--- src/rtl/temp_display_seq.sv ---
// Sequential average-temperature display stage: iterative restoring divide,
// half-up rounding, thermometer mapping and a persistence-filtered alert.
module temp_display_seq #(
    parameter int SUM_W         = 16,
    parameter int CNT_W         = 8,
    parameter int OUT_W         = 8,
    parameter int T_MIN         = 19,
    parameter int ALERT_PERSIST = 2
) (
    input  logic             clk_i,
    input  logic             rst_n_i,
    input  logic             start_i,
    input  logic [SUM_W-1:0] sum_i,
    input  logic [CNT_W-1:0] count_i,
    output logic             ready_o,
    output logic             done_o,
    output logic [SUM_W-1:0] temp_avg_o,
    output logic [OUT_W-1:0] coded_out_o,
    output logic             alert_o,
    output logic             err_o
);

    localparam logic [1:0] S_IDLE  = 2'd0;
    localparam logic [1:0] S_DIV   = 2'd1;
    localparam logic [1:0] S_ROUND = 2'd2;
    localparam logic [1:0] S_MAP   = 2'd3;

    localparam int STEP_W = ($clog2(SUM_W) > 0) ? $clog2(SUM_W) : 1;
    localparam int PERS_W = ($clog2(ALERT_PERSIST + 1) > 0) ? $clog2(ALERT_PERSIST + 1) : 1;

    localparam logic [SUM_W-1:0]  Q_MAX     = '1;
    localparam logic [SUM_W-1:0]  T_LO      = SUM_W'(T_MIN);
    localparam logic [SUM_W-1:0]  T_HI      = SUM_W'(T_MIN + OUT_W - 1);
    localparam logic [STEP_W-1:0] LAST_STEP = STEP_W'(SUM_W - 1);
    localparam logic [PERS_W-1:0] PERS_MAX  = PERS_W'(ALERT_PERSIST);

    logic [1:0]        state;
    logic [STEP_W-1:0] step;
    logic [SUM_W-1:0]  quo;
    logic [CNT_W:0]    rem;
    logic [CNT_W-1:0]  divisor;
    logic              zero_div;
    logic [SUM_W-1:0]  avg;
    logic [PERS_W-1:0] pers_cnt;

    logic [CNT_W+1:0]  shifted;
    logic              fits;
    logic [CNT_W:0]    diff;
    logic [CNT_W:0]    rem_next;
    logic [CNT_W+1:0]  rem_x2;
    logic              round_up;
    logic [SUM_W-1:0]  q_rounded;

    logic              in_range;
    logic [SUM_W-1:0]  offset;
    logic [OUT_W-1:0]  code;
    logic [PERS_W-1:0] pers_next;
    logic              alert_next;

    assign ready_o = (state == S_IDLE);

    // One restoring step: the shifted partial remainder can reach 2*count-1,
    // so the trial compare keeps an extra bit above the stored remainder.
    always_comb begin
        shifted  = {rem, quo[SUM_W-1]};
        fits     = (shifted >= {2'b00, divisor});
        diff     = shifted[CNT_W:0] - {1'b0, divisor};
        rem_next = fits ? diff : shifted[CNT_W:0];
    end

    always_comb begin
        rem_x2    = {rem, 1'b0};
        round_up  = (rem_x2 >= {2'b00, divisor});
        q_rounded = quo;
        if (round_up && (quo != Q_MAX)) begin
            q_rounded = quo + SUM_W'(1);
        end
    end

    // A zero divisor forces an out-of-range result regardless of the quotient.
    always_comb begin
        in_range = !zero_div && (avg >= T_LO) && (avg <= T_HI);
        offset   = avg - T_LO;
        code     = '0;
        for (int i = 0; i < OUT_W; i++) begin
            code[i] = in_range && (offset >= SUM_W'(i));
        end
    end

    always_comb begin
        pers_next = '0;
        if (!in_range) begin
            pers_next = (pers_cnt == PERS_MAX) ? pers_cnt : pers_cnt + PERS_W'(1);
        end
        alert_next = (pers_next == PERS_MAX);
    end

    always_ff @(posedge clk_i or negedge rst_n_i) begin
        if (!rst_n_i) begin
            state       <= S_IDLE;
            step        <= '0;
            quo         <= '0;
            rem         <= '0;
            divisor     <= '0;
            zero_div    <= 1'b0;
            avg         <= '0;
            pers_cnt    <= '0;
            done_o      <= 1'b0;
            temp_avg_o  <= '0;
            coded_out_o <= '0;
            alert_o     <= 1'b0;
            err_o       <= 1'b0;
        end else begin
            done_o <= 1'b0;
            case (state)
                S_IDLE: begin
                    if (start_i) begin
                        quo      <= sum_i;
                        rem      <= '0;
                        divisor  <= count_i;
                        zero_div <= (count_i == '0);
                        step     <= '0;
                        state    <= S_DIV;
                    end
                end
                S_DIV: begin
                    quo  <= {quo[SUM_W-2:0], fits};
                    rem  <= rem_next;
                    step <= step + STEP_W'(1);
                    if (step == LAST_STEP) begin
                        state <= S_ROUND;
                    end
                end
                S_ROUND: begin
                    avg   <= q_rounded;
                    state <= S_MAP;
                end
                S_MAP: begin
                    temp_avg_o  <= zero_div ? '0 : avg;
                    coded_out_o <= code;
                    alert_o     <= alert_next;
                    err_o       <= zero_div;
                    pers_cnt    <= pers_next;
                    done_o      <= 1'b1;
                    state       <= S_IDLE;
                end
                default: state <= S_IDLE;
            endcase
        end
    end

endmodule

--- config.mk ---
export PLATFORM = sky130hd
export DESIGN_NAME = temp_display_seq
export DESIGN_NICKNAME = d
export VERILOG_FILES = /design/src/rtl/temp_display_seq.sv
export SDC_FILE = /design/constraint.sdc
export NUM_CORES = 1
export LEC_CHECK = 0
export ABC_AREA = 1
export ABC_CLOCK_PERIOD_IN_PS = 4300
export CORE_MARGIN = 4
export CORE_UTILIZATION = 50
export CTS_BUF_LIST = sky130_fd_sc_hd__clkbuf_16
export DETAILED_ROUTE_END_ITERATION = 12
export PLACE_DENSITY = 0.72
export SYNTH_ARGS = -nofsm -noshare
export SYNTH_HDL_FRONTEND = slang
export SYNTH_SLANG_ARGS = --single-unit
--- constraint.sdc ---
create_clock -name clk_i -period 4.3 [get_ports clk_i]
set_input_delay 0.43 -clock clk_i [delete_from_list [all_inputs] [get_ports clk_i]]
set_output_delay 0.43 -clock clk_i [all_outputs]
set_load 0.02 [all_outputs]
==> results.cfg <==
[status]
outcome = finished, final reports clean

[drt]
ant_nets = 0
drt_iter0_markers = 186
wire_per_inst_um = 13.3
post_drt_via_cell_ratio = 5.13
wirelength_mm = 11.3
drc_errors = 0
first_pass_iters = 4
num_vias = 4362

[synth]
synth_area_per_cell_um2 = 7.58
yosysSeqAreaShare = 0.422
synth.ff_latch_count = 85
synth_common_cells = nand2_1, dfrtp_1, inv_1, o21ai_0, nor2_1
syn-instance-count = 665
synth_nets = 713
yosysMostFrequentCell = nand2_1
synth_top_area_frac = 0.422
ys_types = 36
synthTopCellsByArea = dfrtp_1, nand2_1, o21ai_0, inv_1, ha_1
synthesis.area_um2 = 5040
synthArstFlopShare = 1.00
synth_warnings = 0
ys.flop_type = dfrtp_1
synth_edf_count = 0
synth_largest_area_cell = dfrtp_1

[sta]
finalSetupViolCount = 0
fin_setup_tns_ps = 0
worst_pin_slew_ps = 1170
finalHoldViolCount = 0
slew_headroom = 0.221
layout_min_cycle_time_ps = 3010
setup_slack_ps = 1290
post-route-period-util = 0.701
maxSlewViolCount = 0
fin_skew_ps = 7.98
fmax_mhz = 332
rsz0062_at_grt = false

[clock_network]
cts_tree = yes
cts.clk_slew.worst_paths_ps = 70
ctsHtreeMaxLevel = 3
insertion_delay_ps = 340
ctsLongestPathBuffers = 2
cts_hold_buf = 0
root_buffer = clkbuf_16
cts_setup_buffers = 0
cts_inserted_buffers = 9
cts_resized = 0
cts_num_sinks = 85

[placement]
port_buffers = 54
hpwl_mm = 8.57
gp_congestion = 0.858
pre_cts_ws_ps = 1320

[setup_path]
r2r_start = state[1]
end_kind = flip-flop
crit_fanout = 37
critPathKind = flip-flop to flip-flop
r2r_end = step[1]
cp.arrival_ps = 3240
startpoint = state[1]
critPathRequiredTime_ps = 4530
r2r_cells = 7
r2r_slack_ps = 1290
start_kind = flip-flop

[die]
start_util = 0.516
die_w_um = 108
rows = 36
ios = 55
coreArea_um2 = 9770
die_h_um = 108
die_area_um2 = 11800

[power_and_ir_drop]
ir_drop_v = 0.000481
powerDensity_nw_per_um2 = 807
leakagePower_uw = 0.00281

[cells_and_area]
final_nets = 761
n_antenna_cell = 0
post-route-util = 0.610
area_growth_pct = 18.3
drive_above_1_share = 0.0669

[flow_run]
drv_cap = 0

[min_path]
worstHoldPathType = primary input to asynchronous set/reset pin

[global_route]
grtUsageTotal = 0.206
grt_pass1_wl_mm = 19.5
grt_pass1_vias = 4142
grt-ovfl-total = 0
grt_max_degree = 86
antenna_found_initial = 0
## cell type report
type | count | area (um2)
multi-input cells | 479 | 2510
fillers | 912 | 3810
clock buffers | 9 | 225
flip-flops and latches | 85 | 2130
clock inverters | 7 | 73.8
well taps | 133 | 166
inverters | 82 | 308
repair buffers | 56 | 553
## worst max-delay path: stages, from the launching register on
cell	delay, ps
dfrtp_1	410
inv_1	110
ha_1	150
buf_4	290
inv_1	130
o21ai_2	910
clkinv_1	590
a22o_1	320
## routing by layer
metal  vias up  track usage  share of wire
met2        97        0.335           0.46
met5         -            0              0
met4         0       0.0496          0.011
li1       2272            -              -
met1      1980        0.289           0.49
met3        13       0.0322          0.041
## through the flow
step           total power [uW]  instances  hold slack, ps  instance area [um2]
6_report                   4810        851             246                 5960
5_1_grt                    5300        851             370                 5960
4_1_cts                    4830        851             321                 5960
3_5_place_dp               4030        835             467                 5670
3_3_place_gp               3960        835             465                 5670
2_1_floorplan              3380        665             134                 5040
## cells by family after synthesis
group / share of synthesized area
adder cells (fa/ha/maj): 0.0536
flip-flops: 0.422
AND/OR/NAND/NOR: 0.280
XOR/XNOR: 0.0278
buffers and inverters: 0.0799
AO/OA/AOI/OAI: 0.137
## where the power goes
part	switching (uW)	internal [uW]
sequential	314	1140
combinational	1670	908
clock	323	453
## worst max-delay path by stage
stage              end  slack (ps)  depth (start not counted)
2_1_floorplan   rem[6]        2340                         10
3_3_place_gp   step[2]        1450                          8
3_5_place_dp   step[2]        1320                          8
4_1_cts        step[2]        1300                          8
5_1_grt        step[2]         910                          8
6_report       step[1]        1290                          7
## cell usage in the layout, fill, tap and decap left out, types with 2 or more instances in the layout
cell | Yosys | routed
nand2_1 | 185 | 185
dfrtp_1 | 85 | 85
inv_1 | 74 | 74
o21ai_0 | 63 | 63
clkdlybuf4s50_1 | 0 | 53
nor2_1 | 48 | 48
nand3_1 | 40 | 40
a21oi_1 | 22 | 22
ha_1 | 20 | 20
nand4_1 | 19 | 19
o211ai_1 | 17 | 17
xor2_1 | 12 | 12
clkbuf_16 | 0 | 9
nand2_2 | 8 | 8
o21ai_1 | 7 | 7
nor3_1 | 6 | 6
inv_2 | 5 | 5
a31oi_1 | 5 | 5
nor2_2 | 4 | 4
xnor2_1 | 4 | 4
nor2_4 | 3 | 3
clkinv_1 | 3 | 3
buf_4 | 1 | 3
nor3_4 | 2 | 2
o21ai_2 | 2 | 2
nand2_4 | 2 | 2
o22ai_1 | 2 | 2
inv_6 | 0 | 2
clkinv_2 | 0 | 2
## state kept, by name, summed over array words and instances, names as in the netlist, 2 cells and up
name and count:
divisor 8, avg 16, step 4, state 2
pers_cnt 2, temp_avg_o 16, quo 16, coded_out_o 8
rem 9
Note: power is estimated with default switching activity, not from simulation.
